## config.mk

```make
export PLATFORM = sky130hd
export DESIGN_NAME = multicycle_control
export DESIGN_NICKNAME = d
export VERILOG_FILES = /design/src/rtl/multicycle_control.sv
export SDC_FILE = /design/constraint.sdc
export NUM_CORES = 1
export LEC_CHECK = 0
export CORE_MARGIN = 1.5
export CORE_UTILIZATION = 31
export CTS_CLUSTER_SIZE = 8
export DETAILED_ROUTE_END_ITERATION = 10
export PLACE_DENSITY = 0.65
export RECOVER_POWER = 25
export SLEW_MARGIN = 25
export SYNTH_ARGS = -nofsm -noshare
export SYNTH_HDL_FRONTEND = slang
export SYNTH_SLANG_ARGS = --single-unit
```

## constraint.sdc

```tcl
create_clock -name clk -period 3.54 [get_ports clk]
set_clock_uncertainty 0.05 [all_clocks]
set_input_delay 1.062 -clock clk [delete_from_list [all_inputs] [get_ports clk]]
set_output_delay 1.062 -clock clk [all_outputs]
set_load 0.02 [all_outputs]
```

## src/rtl/multicycle_control.sv

```systemverilog
// multicycle_control: FSM sequencing a multicycle MIPS-subset datapath.
// Ports:
//   clk, reset            - single clock, synchronous active-high reset
//   opcode[5:0]           - Instr[31:26], sampled in DECODE and MEMADR
//   zero                  - ALU zero flag, gates PCEn while branching
//   mem_ready             - memory completes the current access this cycle
//   IorD..PCWrite         - 1-bit datapath controls
//   ALUSrcB, ALUOp, PCSrc - 2-bit mux/ALU selects
//   PCEn                  - PC load enable
//   illegal_op            - pulses in DECODE for an unsupported opcode
//   state[3:0]            - current state encoding, for debug
module multicycle_control (
    input  logic       clk,
    input  logic       reset,
    input  logic [5:0] opcode,
    input  logic       zero,
    input  logic       mem_ready,
    output logic       IorD,
    output logic       MemWrite,
    output logic       IRWrite,
    output logic       RegDst,
    output logic       MemtoReg,
    output logic       RegWrite,
    output logic       ALUSrcA,
    output logic       Branch,
    output logic       PCWrite,
    output logic [1:0] ALUSrcB,
    output logic [1:0] ALUOp,
    output logic [1:0] PCSrc,
    output logic       PCEn,
    output logic       illegal_op,
    output logic [3:0] state
);
    typedef enum logic [3:0] {
        FETCH = 4'd0, DECODE = 4'd1, MEMADR = 4'd2, MEMRD = 4'd3,
        MEMWB = 4'd4, MEMWR = 4'd5, EXECUTE = 4'd6, ALUWB = 4'd7,
        BRANCH = 4'd8, ADDIEX = 4'd9, ADDIWB = 4'd10, JUMP = 4'd11
    } state_t;

    localparam logic [5:0] OP_LW = 6'b100011, OP_SW = 6'b101011, OP_R = 6'b000000,
                           OP_BEQ = 6'b000100, OP_ADDI = 6'b001000, OP_J = 6'b000010;

    state_t cur;

    always_ff @(posedge clk)
        if (reset) cur <= FETCH;
        else case (cur)
            FETCH:   if (mem_ready) cur <= DECODE;
            DECODE:  case (opcode)
                         OP_LW, OP_SW: cur <= MEMADR;
                         OP_R:         cur <= EXECUTE;
                         OP_BEQ:       cur <= BRANCH;
                         OP_ADDI:      cur <= ADDIEX;
                         OP_J:         cur <= JUMP;
                         default:      cur <= FETCH;
                     endcase
            MEMADR:  cur <= (opcode == OP_SW) ? MEMWR : MEMRD;
            MEMRD:   if (mem_ready) cur <= MEMWB;
            MEMWR:   if (mem_ready) cur <= FETCH;
            EXECUTE: cur <= ALUWB;
            ADDIEX:  cur <= ADDIWB;
            default: cur <= FETCH;
        endcase

    // Everything is gated by reset so the datapath sees no writes while it is held.
    always_comb begin
        {IorD, MemWrite, IRWrite, RegDst, MemtoReg, RegWrite, ALUSrcA, Branch, PCWrite} = '0;
        ALUSrcB = 2'b00;
        ALUOp = 2'b00;
        PCSrc = 2'b00;
        illegal_op = 1'b0;
        if (!reset) case (cur)
            FETCH:   begin ALUSrcB = 2'b01; IRWrite = mem_ready; PCWrite = mem_ready; end
            DECODE:  begin
                ALUSrcB = 2'b11;
                illegal_op = !(opcode inside {OP_LW, OP_SW, OP_R, OP_BEQ, OP_ADDI, OP_J});
            end
            MEMADR:  begin ALUSrcA = 1'b1; ALUSrcB = 2'b10; end
            MEMRD:   IorD = 1'b1;
            MEMWB:   begin MemtoReg = 1'b1; RegWrite = 1'b1; end
            MEMWR:   begin IorD = 1'b1; MemWrite = 1'b1; end
            EXECUTE: begin ALUSrcA = 1'b1; ALUOp = 2'b10; end
            ALUWB:   begin RegDst = 1'b1; RegWrite = 1'b1; end
            BRANCH:  begin ALUSrcA = 1'b1; ALUOp = 2'b01; PCSrc = 2'b01; Branch = 1'b1; end
            ADDIEX:  begin ALUSrcA = 1'b1; ALUSrcB = 2'b10; end
            ADDIWB:  RegWrite = 1'b1;
            JUMP:    begin PCSrc = 2'b10; PCWrite = 1'b1; end
            default: ;
        endcase
    end

    assign PCEn  = PCWrite | (Branch & zero);
    assign state = reset ? 4'd0 : cur;
endmodule

```

==> flow_summary.json <==
{
  "grt_pass1_vias": 676,
  "finalCriticalPeriod_ps": 3470,
  "ys_top_cells_by_area": "dfxtp_1, nor2_1, nor3_1",
  "status": "completed",
  "critPathKind": "in -> out",
  "layout-drive-gt1-share": 0.300,
  "cap_violations": 0,
  "top_register": "cur",
  "power.density_nw_per_um2": 200,
  "portBuffers": 30,
  "netlist_top_cells_count": "nor2_1, nor3_1, nand2_1, nand2b_1",
  "syn-num-nets": 99,
  "rsz0062_at_grt": "no",
  "dieHeight_um": 45.9,
  "grt.overflow.total": 0,
  "holdWs_ps": 647,
  "post-route-period-util": 0.981,
  "ctsHtreeMaxLevel": 1,
  "yosysUniqueCellTypes": 36,
  "yosysTopAreaCell": "dfxtp_1",
  "post-route-drc-count": 0,
  "cts.sink_count": 4,
  "synth.most_common_cell": "nor2_1",
  "synth_xor_area_frac": 0.0306,
  "hold_viol_final": 0,
  "synth.area.mux_share": 0,
  "multi_input_area_um2": 445,
  "cp.arrival_ps": 2360,
  "max_slew_margin": 0.666,
  "cts_buffer_depth": 2,
  "reg2reg_depth": 5,
  "clk_pin_slew_worst_paths_ps": 40,
  "grt_pass1_wl_mm": 2.78,
  "finalMaxSlewViolations": 0,
  "num_rows": 15,
  "drt-total-wl_mm": 1.77,
  "syn2layout_area_growth_pct": 66.3,
  "ioPinCount": 31,
  "num-fill-cells": 187,
  "viasPerCell": 4.89,
  "fin_nets": 142,
  "syn_area_per_cell_um2": 6.42,
  "core-area_um2": 1730,
  "dp_hpwl_mm": 1.40,
  "yosys_warnings": 0,
  "synth_adder_area_share": 0,
  "grt_max_degree": 16,
  "reg.largest.list": "cur x4",
  "netlist_area_um2": 572,
  "synth_seq_area_share": 0.140,
  "clock_latency_ps": 240,
  "crit_required_ps": 2430,
  "ys_ff_latch": 4,
  "worst_ir_drop_vdd_v": 0.000148,
  "cts_tree": "done",
  "critPathLaunchType": "primary input",
  "die_x_um": 45.9,
  "gp_congestion": 0.793,
  "clock.fmax_ghz": 0.288,
  "grt_use_total": 0.178,
  "min_path_type": "reg -> reg",
  "die_area_um2": 2110,
  "synth_edf_count": 0,
  "register_area_um2": 80.1,
  "clock-root-buffer": "clkbuf_4",
  "crit_fanout": 4,
  "synth_compound_area_frac": 0.254,
  "synth_top_area_share": 0.140,
  "ys.flop_type": "dfxtp_1",
  "ant_nets": 0,
  "largest_reg_flops": 4,
  "p_leak_nw": 0.413,
  "finalSetupViolations": 0,
  "start_util": 0.331,
  "n_antenna_cell": 0,
  "synth_top_family_by_area": "simple AND/OR/NAND/NOR gates",
  "wl_per_cell_um": 11.4,
  "end_kind": "primary output",
  "worstMarginPinSlew_ps": 500,
  "p_total_mw": 0.190,
  "post_cts_buffers": 0,
  "hold_depth": 3,
  "synth_cells": 89,
  "drt_iter0_markers": 7,
  "routed-via-count": 758,
  "numCtsBuffers": 3,
  "antenna_found_initial": 0,
  "synth-simple-area-share": 0.475,
  "first_pass_iters": 4,
  "ys_async_sr_fraction": 0
}
metal layers:
metal	vias to the layer above	routed length, µm	global-route usage
li1	397	-	-
met1	320	749	0.209
met2	37	867	0.322
met3	4	133	0.0437
met4	0	22	0.0343
met5	-	0	0
path summary, 6_finish.rpt:
kind	slack, ps	end	start
max	70	IRWrite	reset
min	650	cur[1]$_SDFFE_PP0P_	cur[2]$_SDFFE_PP0P_
max reg2reg	1960	cur[1]$_SDFFE_PP0P_	cur[0]$_SDFFE_PP0P_
min reg2reg	650	cur[1]$_SDFFE_PP0P_	cur[2]$_SDFFE_PP0P_
layout make-up:
type	count	share of cell area
well taps	25	0.0329
flip-flops and latches	4	0.0842
clock buffers	3	0.0237
multi-input cells	73	0.468
repair buffers	46	0.375
inverters	4	0.0158
cells in the final DEF, fill, tap and decap left out, types with 3 or more instances in the layout:
cell type        Yosys  layout
nand2b_1             6       6
dfxtp_1              4       4
clkdlybuf4s50_1      0      11
nand2_1              6       6
nor2b_1              3       3
o21ai_0              4       4
buf_4                2      15
inv_1                4       4
clkbuf_2             0       8
nor2_1              13      13
dlygate4sd2_1        0       6
clkbuf_4             0       4
nor3_1               9       8
a21oi_1              4       4
nand3_1              3       3
metrics by stage:
| step | setup TNS, ps | setup slack (ps) | instances | cell area (µm²) | util |
|---|---|---|---|---|---|
| after global placement | -3860 | -304 | 152 | 986 | 0.571 |
| after floorplan | 0 | 172 | 89 | 577 | - |
| after detailed placement | -3790 | -338 | 152 | 986 | 0.571 |
| final | 0 | 68.1 | 155 | 951 | 0.551 |
| after global routing | 0 | 2.58 | 155 | 951 | 0.551 |
| after CTS | 0 | 3.09 | 155 | 996 | 0.577 |
power breakdown:
group | switching, mW | internal [mW] | leakage (nW) | total (mW)
clock | 0.0213 | 0.0381 | 0.0138 | 0.0594
combinational | 0.0376 | 0.0390 | 0.367 | 0.0766
sequential | 0.00689 | 0.0471 | 0.0325 | 0.0540
total | 0.0658 | 0.124 | 0.413 | 0.190
worst max-delay path: stages:
cell	delay, ps
clkdlybuf4s50_1	410
or2_1	300
buf_4	170
nor2_1	80
dlygate4sd2_1	330
repair_timing:
item | in CTS | in global routing
gates resized for setup | 29 | 19
hold buffers | 0 | 0
pin swaps | 1 | 0
endpoints found under the setup margin | 17 | 12
cells by family after synthesis:
group | after synthesis
xor+xnor | 2
buf+inv | 12
compound gates | 20
simple gates | 51
flops | 4
(Power assumes the default switching activity.)
